[src/rtl/arb_fifo_queue.sv]
`default_nettype none
// ============================================================================
// Module      : arb_fifo_queue
// Description : Arrival-ordered REQ# queue feeding the PCI arbiter grant stage.
// Revision    : 1.0 - initial release
// ============================================================================

module arb_fifo_queue #(
  parameter int N_DEV = 8,
  parameter int DEPTH = 8
) (
  input  logic                       clk,
  input  logic                       rst,
  input  logic [N_DEV-1:0]           req_n,
  input  logic                       done,
  output logic [$clog2(N_DEV)-1:0]   head_idx,
  output logic                       head_valid,
  output logic [$clog2(DEPTH+1)-1:0] count,
  output logic                       full
);

  localparam int c_IDX_W = $clog2(N_DEV);
  localparam int c_PTR_W = $clog2(DEPTH);
  localparam int c_CNT_W = $clog2(DEPTH + 1);

  typedef enum logic [1:0] {
    S_EMPTY = 2'd0,
    S_CHECK = 2'd1,
    S_GRANT = 2'd2
  } state_t;

  state_t               r_state;
  state_t               w_state_nxt;

  logic [c_IDX_W-1:0]   r_mem [DEPTH];
  logic [c_PTR_W-1:0]   r_wr_ptr;
  logic [c_PTR_W-1:0]   r_rd_ptr;
  logic [c_CNT_W-1:0]   r_count;
  logic [N_DEV-1:0]     r_queued;
  logic [c_IDX_W-1:0]   r_head_idx;
  logic                 r_head_valid;
  logic                 r_full;

  logic [N_DEV-1:0]     w_avail;
  logic                 w_enq;
  logic [c_IDX_W-1:0]   w_cand;
  logic [c_IDX_W-1:0]   w_head;
  logic                 w_pop;
  logic [c_CNT_W-1:0]   w_count_nxt;
  logic [N_DEV-1:0]     w_queued_nxt;

  // A device is eligible only while it requests and holds no entry yet.
  assign w_avail = ~req_n & ~r_queued;
  assign w_head  = r_mem[r_rd_ptr];

  always_comb begin
    w_enq  = 1'b0;
    w_cand = '0;
    for (int i = N_DEV - 1; i >= 0; i--) begin
      if (w_avail[i]) begin
        w_enq  = 1'b1;
        w_cand = c_IDX_W'(i);
      end
    end
  end

  always_comb begin
    w_state_nxt = r_state;
    w_pop       = 1'b0;

    case (r_state)
      S_EMPTY: begin
        if (w_enq) begin
          w_state_nxt = S_CHECK;
        end
      end
      S_CHECK: begin
        if (req_n[w_head]) begin
          w_pop = 1'b1;
        end else begin
          w_state_nxt = S_GRANT;
        end
      end
      S_GRANT: begin
        if (done) begin
          w_pop = 1'b1;
        end
      end
      default: begin
        w_state_nxt = S_EMPTY;
      end
    endcase

    w_count_nxt = r_count + {{(c_CNT_W-1){1'b0}}, w_enq}
                          - {{(c_CNT_W-1){1'b0}}, w_pop};

    if (w_pop) begin
      w_state_nxt = (w_count_nxt != '0) ? S_CHECK : S_EMPTY;
    end
  end

  // A popped device cannot be re-picked this cycle: its queued bit is still set.
  always_comb begin
    w_queued_nxt = r_queued;
    if (w_enq) begin
      w_queued_nxt[w_cand] = 1'b1;
    end
    if (w_pop) begin
      w_queued_nxt[w_head] = 1'b0;
    end
  end

  always_ff @(posedge clk or posedge rst) begin
    if (rst) begin
      r_state <= S_EMPTY;
    end else begin
      r_state <= w_state_nxt;
    end
  end

  always_ff @(posedge clk) begin
    if (w_enq) begin
      r_mem[r_wr_ptr] <= w_cand;
    end
  end

  always_ff @(posedge clk or posedge rst) begin
    if (rst) begin
      r_wr_ptr     <= '0;
      r_rd_ptr     <= '0;
      r_count      <= '0;
      r_queued     <= '0;
      r_head_idx   <= '0;
      r_head_valid <= 1'b0;
      r_full       <= 1'b0;
    end else begin
      if (w_enq) begin
        r_wr_ptr <= r_wr_ptr + {{(c_PTR_W-1){1'b0}}, 1'b1};
      end
      if (w_pop) begin
        r_rd_ptr <= r_rd_ptr + {{(c_PTR_W-1){1'b0}}, 1'b1};
      end
      r_count      <= w_count_nxt;
      r_queued     <= w_queued_nxt;
      r_full       <= (w_count_nxt == c_CNT_W'(DEPTH));
      r_head_valid <= (w_state_nxt == S_GRANT);
      r_head_idx   <= (w_state_nxt == S_GRANT) ? w_head : '0;
    end
  end

  assign head_idx   = r_head_idx;
  assign head_valid = r_head_valid;
  assign count      = r_count;
  assign full       = r_full;

endmodule

`default_nettype wire

[config.mk]
export PLATFORM = sky130hd
export DESIGN_NAME = arb_fifo_queue
export DESIGN_NICKNAME = d
export VERILOG_FILES = /design/src/rtl/arb_fifo_queue.sv
export SDC_FILE = /design/constraint.sdc
export NUM_CORES = 1
export LEC_CHECK = 0
export ABC_AREA = 1
export CAP_MARGIN = 30
export CELL_PAD_IN_SITES_DETAIL_PLACEMENT = 1
export CELL_PAD_IN_SITES_GLOBAL_PLACEMENT = 2
export CORE_MARGIN = 1
export CORE_UTILIZATION = 31
export CTS_BUF_LIST = sky130_fd_sc_hd__clkbuf_8
export DETAILED_ROUTE_END_ITERATION = 10
export DONT_BUFFER_PORTS = 1
export GPL_ROUTABILITY_DRIVEN = 0
export GPL_TIMING_DRIVEN = 0
export PLACE_DENSITY_LB_ADDON = 0.1
export SYNTH_ARGS = -nofsm -noshare
export SYNTH_HDL_FRONTEND = slang
export SYNTH_SLANG_ARGS = --single-unit
[constraint.sdc]
create_clock -name clk -period 5.7 [get_ports clk]
set_input_delay 0.285 -clock clk [delete_from_list [all_inputs] [get_ports clk]]
set_output_delay 0.285 -clock clk [all_outputs]
set_load 0.01 [all_outputs]
* Word level (Yosys, flattened, before mapping)
Memory sizes are Yosys's and may differ from the RTL's.
Index checks and enable logic that the tools add are counted.
** Storage, ports and cells
- Register bits :: 25
- Memory bits (writable) :: 24
- Memories :: 1
** Memory list
- r_mem :: words 8, bits a word 3, read ports 1, clocked after Yosys merged registers in 0, wr ports 1, line 35 : logic [c_IDX_W-1:0] r_mem [DEPTH];
** Cells by class
- $add $sub $neg :: 4
- Magnitude comparators :: 4
- Equality and inequality tests :: 4
- Muxes and demuxes :: 35
- Bitwise logic cells :: 6
- Reductions and logical operators :: 4
** Operators by type and width (number)
- 2-to-1 mux 3 bit :: 9
- NOT 8 bit :: 3
- AND 8 bit :: 2
- 2-to-1 mux 1 bit :: 16
- 2-to-1 mux 8 bit :: 2
- < comparator 3 x 4 -> 1 bit (second input constant) :: 2
- OR 8 bit :: 1
- adder 3 x 1 -> 3 bit (second input constant) :: 2
- demux 1 bit (select 3 bit) :: 2
- >= comparator 3 x 1 -> 1 bit (second input constant) :: 2
- 2-to-1 mux 2 bit :: 3
- one-hot mux 2 bit (3 select lines) :: 1
- adder 4 x 1 -> 4 bit :: 1
- equality test 2 bit (second input constant) :: 2
- equality test 4 bit (second input constant) :: 1
- nonzero test 4 bit :: 1
- subtractor 4 x 1 -> 4 bit :: 1
- binary-select mux 1 bit (select 3 bit) :: 1
- equality test 2 x 1 -> 1 bit (second input constant) :: 1
- logical AND 1 bit :: 2
- logical NOT 2 bit :: 1
- one-hot mux 1 bit (2 select lines) :: 1

* Depth between registers and ports, before layout
Gate-level depths: netlist (run 1).
- Depth in word-level cells :: 18
- Mapped depth :: 27

* Worst setup path before layout (run 1)
Ideal clock, no wire load.
- Path type :: register to register
- Start point :: register r_rd_ptr[0]
- End point :: register r_head_idx[0] (netlist: head_idx[0])
- Setup time :: 0.073 ns
- Data arrival time :: 3.063 ns
- Data required time :: 5.627 ns
- Setup slack :: 2.565 ns
- Stages on the path, launching flop included :: 28
- Buffers on the path :: 1
- Cells stage by stage :: dfrtp_1 -> inv_2 -> buf_6 -> nand2_2 -> nand3_2 -> nand3_4 -> nand2_4 -> nand2_1 -> nand2_1 -> nand2_1 -> nand2_1 -> nand2_1 -> nand2_2 -> nand2_4 -> nand2_4 -> nand2_4 -> inv_6 -> ha_1 -> inv_1 -> ha_1 -> inv_1 -> fa_1 -> inv_1 -> nor3_1 -> nand2_1 -> nand3_1 -> nand4_2 -> nor2_1
** Between the ends
- Longest elaborated chain between the ends :: 11
- Elaborated cells on any way between the ends :: 13
- Classes of those cells :: add/sub: 1; eq/ne: 1; mux: 9; reduce/logical: 1; memory: 1
** RTL lines
- start, declared :: line 37 : logic [c_PTR_W-1:0] r_rd_ptr;
- start signal, assigned :: line 141 : r_rd_ptr <= r_rd_ptr + {{(c_PTR_W-1){1'b0}}, 1'b1};
- memory (8 x 3 bit)
- binary-select mux 1 bit (select 3 bit) :: line 78 : if (req_n[w_head]) begin
- 2-to-1 mux 1 bit (implied by the code) :: line 78
- 2-to-1 mux 1 bit :: line 78
- one-hot mux 1 bit (2 select lines) :: line 71 : case (r_state)
- net w_pop :: line 48 : logic w_pop;
- subtractor 4 x 1 -> 4 bit :: line 95 : - {{(c_CNT_W-1){1'b0}}, w_pop};
- net w_count_nxt[1] :: line 49 : logic [c_CNT_W-1:0] w_count_nxt;
- nonzero test 4 bit :: line 98 : w_state_nxt = (w_count_nxt != '0) ? S_CHECK : S_EMPTY;
- 2-to-1 mux 1 bit :: line 98
- 2-to-1 mux 2 bit :: line 97 : if (w_pop) begin
- equality test 2 bit :: line 147 : r_head_idx <= (w_state_nxt == S_GRANT) ? w_head : '0;
- 2-to-1 mux 3 bit :: line 147
- end signal, assigned :: line 147
- end, declared :: line 40 : logic [c_IDX_W-1:0] r_head_idx;
The timed path passes the listed nets, and every way through them passes these cells. The select of a mux whose other input is x is not followed.
A chain may end at the register's enable or synchronous reset.

* Worst setup path in the final report (run 1)
Ends and elaborated chain as after synthesis.

==> results.yml, run 1 <==
worst_setup_path:
  worstPathRequired_ns: 5.94
  path_max_fanout: 10
  cpPeakStageDelay_ns: 0.47
  critPathTopFamily: "simple AND/OR/NAND/NOR gates"
  slowest_stage: "fa_1"
  path_common_cell: "nand2_1"
  path_class: "register to register"
  start_kind: "register"
  cp_num_buf_inv: 6
  crit_arrival_ns: 4.01
  end_kind: "register"
  rrSetupSlack_ns: 1.93
synthesis:
  synth_edf_count: 24
  ys_seq_area_share_pct: 52.7
  synth_ff_type: "dfrtp_1"
  synth_nets: 298
  synth_warnings: 0
  synth_cells: 276
  ys_ff_latch: 49
  synth.avg_cell_area_um2: 9.26
  netlist_area_um2: 2550
  ys_types: 30
  async_flop_share_pct: 51.0
floorplan:
  die_area_um2: 8610
  die_h_um: 92.8
  io_pins: 20
  die_x_um: 92.8
  rows: 32
  core_area_um2: 7850
  start_util_pct: 32.6
finish:
  drive_gt1_share_pct: 12.2
  mostFrequentLayoutCell: "nand2_1"
  nNetsFinal: 307
  diodes: 0
  final_cell_mix: "nand2_1, inv_1, nor2_1"
  area_growth_pct: 10.2
  fillerInstances: 953
  stdcell_area_um2: 2820
sta:
  fin_crit_sh_pct: 66.1
  max_slew_margin_pct: 52.4
  max_freq_mhz: 265
  setup_viol: 0
  skew_ns: 0.00300
  tns_ns: 0
  worstMarginPinSlew_ns: 0.712
  finalHoldViolCount: 0
  period_needed_ns: 3.77
  hold_slack_ns: 0.184
  drv_slew: 0
  rsz0062_at_grt: "false"
cts:
  tritoncts: "done"
  root_buffer: "clkbuf_8"
  ctsResizeCount: 0
  clock_sinks: 49
  ctsHtreeMaxLevel: 2
  clock_latency_ns: 0.31
  cts_made_buffers: 5
  clk_pin_slew_ns: 0.09
  cts.path.max_buffers: 2
  post_cts_buffers: 0
status:
  outcome: "complete, no violations"
grt:
  antenna_found_initial: 0
  grt_pass1_wl_um: 10100
  grt_pass1_vias: 2005
  grt_usage_pct: 15.6
  grt_start_max_net_pins: 23
  grt_overflow: 0
placed_design:
  placed_area_um2: 2710
  dp_hpwl_um: 4490
  numPortBuffers: 0
job:
  cap_violations: 0
pwr:
  ir_worst_vdd_uv: 264
  p_per_area_nw_per_um2: 633
  leakagePower_nw: 1.30
  total_power_w: 0.00178
routing:
  wire_per_inst_um: 15.5
  remaining_drc_errors: 0
  final_antenna_net_count: 0
  drt_wl_total_um: 6000
  firstDrtPassIters: 4
  vias: 1810
  drt_iter0_drc: 71
  vias_per_cell: 4.66
min_path:
  hold_path.class: "primary input to register"
==> power by group <==
part / total [W] / internal (W) / switching (W)
sequential: 0.000608 / 0.000517 / 0.0000915
combinational: 0.000953 / 0.000306 / 0.000648
clock: 0.000221 / 0.0000987 / 0.000123
total: 0.00178 / 0.000921 / 0.000862
==> metrics by stage <==
| step | std cells | utilization (%) | setup WS, ns |
|---|---|---|---|
| floorplan | 276 | - | 2.56 |
| global placement | 378 | 34.2 | 1.91 |
| detailed placement | 379 | 34.5 | 1.91 |
| CTS | 388 | 35.9 | 1.87 |
| global route | 388 | 35.9 | 1.55 |
| finish | 388 | 35.9 | 1.93 |
==> worst register-to-register path, delay by kind of cell (launching register included) <==
kind | cells | cell delay [ns]
adders and majority gates | 3 | 0.86
buffers and inverters | 6 | 0.59
DFF | 1 | 0.46
and+or+nand+nor | 18 | 1.80
==> sequential cells by signal (all words and copies together), names as in the netlist <==
name / flops
r_state: 2
head_valid: 1
r_wr_ptr: 3
r_queued: 8
r_mem: 24
full: 1
r_rd_ptr: 3
count: 4
head_idx: 3
==> final cells by class <==
cell class | instances | area, um2 | share of cell area (%)
Buffer | 2 | 22.5 | 0.800
Clock buffer | 6 | 82.6 | 2.93
Clock inverter | 2 | 13.8 | 0.489
Inverter | 42 | 163 | 5.78
Multi-Input combinational cell | 183 | 1020 | 36.3
Sequential cell | 49 | 1350 | 47.8
Tap cell | 102 | 128 | 4.53
Timing Repair Buffer | 2 | 37.5 | 1.33
==> cell usage after synthesis, drive strengths merged, types with 2 or more instances <==
cell type | instances | area (um2)
a21oi | 17 | 96.4
a22o | 2 | 17.5
buf | 2 | 22.5
dfrtp | 25 | 626
edfxtp | 24 | 721
ha | 10 | 125
inv | 42 | 163
nand2 | 77 | 344
nand3 | 19 | 130
nor2 | 32 | 120
nor3 | 5 | 25.0
o21ai | 6 | 30.0
or2 | 2 | 12.5
xnor2 | 2 | 17.5
xor2 | 4 | 35.0
==> final timing paths <==
path | startpoint | endpoint | cells past startpoint
min in group asynchronous | rst | r_wr_ptr[1] | 2
max | r_rd_ptr[0] | head_idx[0] | 27
min | req_n[0] | r_queued[0] | 3
min reg2reg | r_queued[3] | r_queued[3] | 2
max reg2reg | r_rd_ptr[0] | head_idx[0] | 27
max in group asynchronous | rst | r_rd_ptr[2] | 3
==> what timing repair did <==
item	in CTS	in global routing
hold endpoints to repair	3	0
endpoints found under the setup margin	0	0
hold buffers	1	0
==> logic make-up (layout without fill, tap and decap cells) <==
kind of cell               after synthesis  after routing  share of synthesized area [%]
adders and majority gates               11             11                           5.68
DFF                                     49             49                           52.7
xor gates and xnor gates                 6              6                           2.06
AOI/OAI and AO/OA                       28             28                           6.56
and+or+nand+nor                        138            138                           25.8
buffers and inverters                   44             54                           7.25
==> per-layer routing <==
metal / global-route usage, % / up-vias / part of all wire (%)
met1: 20.8 / 879 / 51
li1: - / 899 / -
met3: 3.86 / 7 / 3.3
met5: 0 / - / 0
met2: 25.3 / 25 / 45
met4: 3.85 / 0 / 0.98
Power figures use the tool's default switching activity.
==> inputs of run 2 (changes only) <==
clock period = 3.8 ns   (was 5.7 ns; I/O delays follow)
==> run 2 against run 1 <==
  * Wire length rose by 1.9%
  * Largest cell class unchanged
  * Final cell count rose by 1.5%
  * Highest routed layer unchanged
  * Final area rose by 4.2%
  * Critical endpoint unchanged
  * Critical path depth fell by 3
==> results.yml, run 2 (synthesis results as in run 1) <==
floorplan:
  die_area_um2: 8610
  die_x_um: 92.8
  start_util_pct: 32.6
  core_area_um2: 7850
  io_pins: 20
  die_h_um: 92.8
  rows: 32
finish:
  mostFrequentLayoutCell: "nand2_1"
  final_cell_mix: "nand2_1, inv_1, nor2_1"
  largest_reg_flops: 24
  diodes: 0
  nNetsFinal: 313
  fillerInstances: 946
  drive_gt1_share_pct: 17.1
  top_register: "r_mem"
  area_growth_pct: 14.9
cts:
  tritoncts: "done"
  clock_sinks: 49
  root_buffer: "clkbuf_8"
  cts_made_buffers: 5
  clk_pin_slew_ns: 0.09
  ctsHtreeMaxLevel: 2
  clock_latency_ns: 0.31
  cts.path.max_buffers: 2
worst_setup_path:
  slowest_stage: "fa_1"
  path_depth: 24
  timing.rr.start: "r_rd_ptr[0]"
  critPathTopFamily: "simple AND/OR/NAND/NOR gates"
  path_class: "register to register"
  crit_arrival_ns: 3.80
  end_kind: "register"
  worstPathCellList: "inv_4 -> buf_8 -> a21oi_1 -> a22o_1 -> nand2_1 -> nand2_2 -> inv_1 -> nand2_1 -> nand2_2 -> nand2_4 -> nand2_8 -> nand2_8 -> inv_8 -> ha_1 -> inv_1 -> ha_1 -> inv_1 -> fa_1 -> inv_1 -> nor3_2 -> nand2_1 -> nand3_2 -> nand4_4 -> nor2_2"
  path_max_fanout: 10
  worstPathRequired_ns: 4.04
  rr_worst_depth: 24
  start_kind: "register"
  cpPeakStageDelay_ns: 0.47
  path_common_cell: "inv_1"
  crit_start: "r_rd_ptr[0]"
  cp_num_buf_inv: 7
pwr:
  seqPwrFrac_pct: 31.7
  p_sw_w: 0.00139
  p_comb_share_pct: 56.8
  total_power_w: 0.00289
  p_sw_share_pct: 48.1
  p_per_area_nw_per_um2: 983
  p_int_w: 0.00150
  leakagePower_nw: 1.34
  ir_worst_vdd_uv: 460
  clockPowerShare_pct: 11.5
min_path:
  hold_path.class: "primary input to register"
  min_from: "req_n[0]"
  worstHoldPathCells: 3
placed_design:
  place_ws_ns: 0.0148
  dp_hpwl_um: 4490
  numPortBuffers: 0
sta:
  max_freq_mhz: 281
  worstMarginPinSlew_ns: 0.741
  period_needed_ns: 3.56
  skew_ns: 0.00327
  finalHoldViolCount: 0
  setup_viol: 0
  fin_crit_sh_pct: 93.7
  max_slew_margin_pct: 50.5
  drv_slew: 0
  layout_setup_ws_ns: 0.239
grt:
  antenna_found_initial: 0
  grt_usage_pct: 15.6
  grt_pass1_wl_um: 10100
  grt_pass1_vias: 2003
  grt_start_max_net_pins: 23
  grt_overflow: 0
routing:
  firstDrtPassIters: 4
  vias_per_cell: 4.61
  vias: 1815
  remaining_drc_errors: 0
  drt_wl_total_um: 6110
  final_antenna_net_count: 0
  drt_iter0_drc: 50
  wire_per_inst_um: 15.5
job:
  cap_violations: 0
status:
  outcome: "complete, no violations"
[run 2: path summary, 6_finish.rpt]
path / endpoint / slack (ns)
worst max-delay path: head_idx[0] / 0.24
worst min-delay path: r_queued[0] / 0.09
worst max register to register: head_idx[0] / 0.24
worst min register to register: r_queued[3] / 0.53
max in group asynchronous: r_rd_ptr[1] / 3.13
min in group asynchronous: r_wr_ptr[1] / 0.25
[run 2: repair_timing]
item,in CTS,in global routing
hold endpoints to repair,25,0
hold buffers,1,0
setup endpoints to repair,2,5
buffers inserted,0,6
gates resized for setup,3,13
cloned,0,0
pin swaps,0,2
[run 2: final cells by class]
type / count / area, um2 / share of cell area, %
flip-flops and latches: 49 / 1350 / 46.0
multi-input cells: 183 / 1090 / 37.0
plain buffers: 2 / 26.3 / 0.895
inverters: 42 / 168 / 5.71
well taps: 102 / 128 / 4.35
clock inverters: 2 / 13.8 / 0.469
repair buffers: 8 / 82.6 / 2.81
clock buffers: 6 / 82.6 / 2.81
[run 2: power by group through the flow]
stage | combinational (W) | sequential, W | clock (W)
after detailed placement | 0.00145 | 0.000926 | 0
after floorplan | 0.00109 | 0.000885 | 0
final | 0.00164 | 0.000916 | 0.000331
after CTS | 0.00148 | 0.000918 | 0.000344
after global routing | 0.00186 | 0.000940 | 0.000362
after global placement | 0.00145 | 0.000927 | 0
[run 2: through the flow]
stage / area (um2) / setup TNS (ns) / utilization, % / std cells / hold WS [ns]
global placement: 2680 / 0 / 34.2 / 378 / 0.378
detailed placement: 2710 / 0 / 34.5 / 379 / 0.0250
global route: 2940 / -0.0584 / 37.4 / 394 / 0.112
floorplan: 2550 / 0 / - / 276 / 0.217
finish: 2940 / 0 / 37.4 / 394 / 0.0879
CTS: 2830 / 0 / 36.0 / 388 / 0.0757
[run 2: tightest hold or removal path, stage by stage]
cell,delay [ns]
inv_1,0.04
nor2_1,0.09
a21oi_1,0.05
[run 2: per-layer routing]
layer	global-route usage, %	routed length, um
met5	0	0
met4	3.85	59
met1	20.8	3060
met3	3.86	237
met2	25.4	2750
==> inputs of run 3 (changes only) <==
==> constraint.sdc (replaced) <==
create_clock -name clk -period 3.8 [get_ports clk]
set_input_delay 0.76 -clock clk [delete_from_list [all_inputs] [get_ports clk]]
set_output_delay 0.76 -clock clk [all_outputs]
set_load 0.01 [all_outputs]
==> run 3 against run 2 <==
  * Critical path depth stayed put
  * Largest cell class unchanged
  * Highest routed layer unchanged
  * Non-clock buffer count is 1 lower
  * Largest power group unchanged
  * Clock-buffer cell count unchanged
==> results.yml, run 3 (synthesis results as in run 1) <==
cts:
  clk_pin_slew_ns: 0.09
  ctsHtreeMaxLevel: 2
  cts_made_buffers: 5
  cts.path.max_buffers: 2
  clock_sinks: 49
  clock_latency_ns: 0.30
  tritoncts: "done"
  root_buffer: "clkbuf_8"
  cts_hold_repair.buffers: 0
sta:
  skew_ns: 0.00366
  setup_viol: 0
  finalHoldViolCount: 0
  fin_crit_sh_pct: 93.6
  max_freq_mhz: 281
  max_slew_margin_pct: 51.0
  drv_slew: 0
  period_needed_ns: 3.56
  tns_ns: 0
  worstMarginPinSlew_ns: 0.733
finish:
  area_growth_pct: 14.5
  largest_reg_flops: 24
  nNetsFinal: 312
  diodes: 0
  mostFrequentLayoutCell: "nand2_1"
  fin_cells: 393
  drive_gt1_share_pct: 17.2
  final_cell_mix: "nand2_1, inv_1, nor2_1"
  top_register: "r_mem"
min_path:
  hold_path.class: "primary input to async pin"
floorplan:
  die_h_um: 92.8
  die_x_um: 92.8
  io_pins: 20
  rows: 32
  die_area_um2: 8610
  core_area_um2: 7850
  start_util_pct: 32.6
pwr:
  total_power_w: 0.00288
  p_sw_w: 0.00139
  p_per_area_nw_per_um2: 985
  p_int_w: 0.00150
  ir_worst_vdd_uv: 460
  clockPowerShare_pct: 11.5
  p_comb_share_pct: 56.8
  seqPwrFrac_pct: 31.8
  leakagePower_nw: 1.33
  p_sw_share_pct: 48.1
worst_setup_path:
  critPathTopFamily: "simple AND/OR/NAND/NOR gates"
  cpPeakStageDelay_ns: 0.47
  rr_worst_depth: 24
  rrSetupSlack_ns: 0.24
  path_common_cell: "inv_1"
  end_kind: "register"
  path_depth: 24
  crit_arrival_ns: 3.80
  start_kind: "register"
  crit_start: "r_rd_ptr[0]"
  worstPathCellList: "inv_4 -> buf_8 -> a21oi_1 -> a22o_1 -> nand2_1 -> nand2_2 -> inv_1 -> nand2_1 -> nand2_2 -> nand2_4 -> nand2_8 -> nand2_8 -> inv_8 -> ha_1 -> inv_1 -> ha_1 -> inv_1 -> fa_1 -> inv_1 -> nor3_2 -> nand2_1 -> nand3_2 -> nand4_4 -> nor2_2"
  worstPathRequired_ns: 4.04
  cp-endpoint: "head_idx[0]"
  path_class: "register to register"
  path_max_fanout: 10
  slowest_stage: "fa_1"
  timing.rr.start: "r_rd_ptr[0]"
  r2r_end: "head_idx[0]"
  cp_num_buf_inv: 7
grt:
  grt_start_max_net_pins: 23
  grt_overflow: 0
  grt_pass1_wl_um: 10100
  grt_usage_pct: 15.6
  grt_pass1_vias: 2003
  antenna_found_initial: 0
routing:
  drt_wl_total_um: 6110
  final_antenna_net_count: 0
  drt_iter0_drc: 61
  vias: 1819
  vias_per_cell: 4.63
  wire_per_inst_um: 15.5
  firstDrtPassIters: 4
  remaining_drc_errors: 0
placed_design:
  dp_hpwl_um: 4490
  numPortBuffers: 0
  dp_cells: 379
status:
  outcome: "complete, no violations"
job:
  cap_violations: 0
run 3: repair_timing:
item,in CTS,in global routing
buffers inserted,0,6
resized for setup,3,13
hold endpoints to repair,0,0
pin swaps,0,2
setup endpoints to repair,2,5
run 3: worst min-delay path by stage:
stage           startpoint          end  slack [ns]  depth (start not counted)
2_1_floorplan  r_queued[6]  r_queued[6]        0.48                          2
3_3_place_gp   r_queued[5]  r_queued[5]        0.52                          2
3_5_place_dp   r_queued[3]  r_queued[3]        0.52                          2
4_1_cts                rst  r_wr_ptr[1]        0.25                          1
5_1_grt                rst  r_wr_ptr[1]        0.25                          1
6_report               rst  r_wr_ptr[1]        0.26                          1
run 3: routing by layer:
metal | vias to the layer above | global-route usage [%] | part of all wire (%)
met3 | 7 | 3.86 | 3.6
met1 | 878 | 20.8 | 50
met2 | 25 | 25.4 | 45
met5 | - | 0 | 0
met4 | 0 | 3.85 | 0.97
li1 | 909 | - | -
run 3: final cells by class:
class,instances,area [um2]
clock inverters,2,13.8
multi-input cells,183,1090
clock buffers,6,82.6
flip-flops and latches,49,1350
plain buffers,2,26.3
fillers,946,4920
repair buffers,7,72.6
inverters,42,168
well taps,102,128
run 3: power groups by stage:
stage	Sequential, W	Combinational (W)	Clock (W)
floorplan	0.000885	0.00109	0
global placement	0.000927	0.00145	0
detailed placement	0.000926	0.00145	0
CTS	0.000918	0.00148	0.000344
global route	0.000940	0.00186	0.000362
finish	0.000916	0.00164	0.000330
run 3: through the flow:
| step | util [%] | hold slack (ns) | setup slack (ns) | cell area [um2] |
|---|---|---|---|---|
| detailed placement | 34.5 | 0.517 | 0.0148 | 2710 |
| global placement | 34.2 | 0.516 | 0.00824 | 2680 |
| floorplan | - | 0.483 | 0.665 | 2550 |
| CTS | 35.9 | 0.254 | 0.0157 | 2820 |
| finish | 37.3 | 0.262 | 0.242 | 2930 |
| global route | 37.3 | 0.249 | -0.0351 | 2930 |
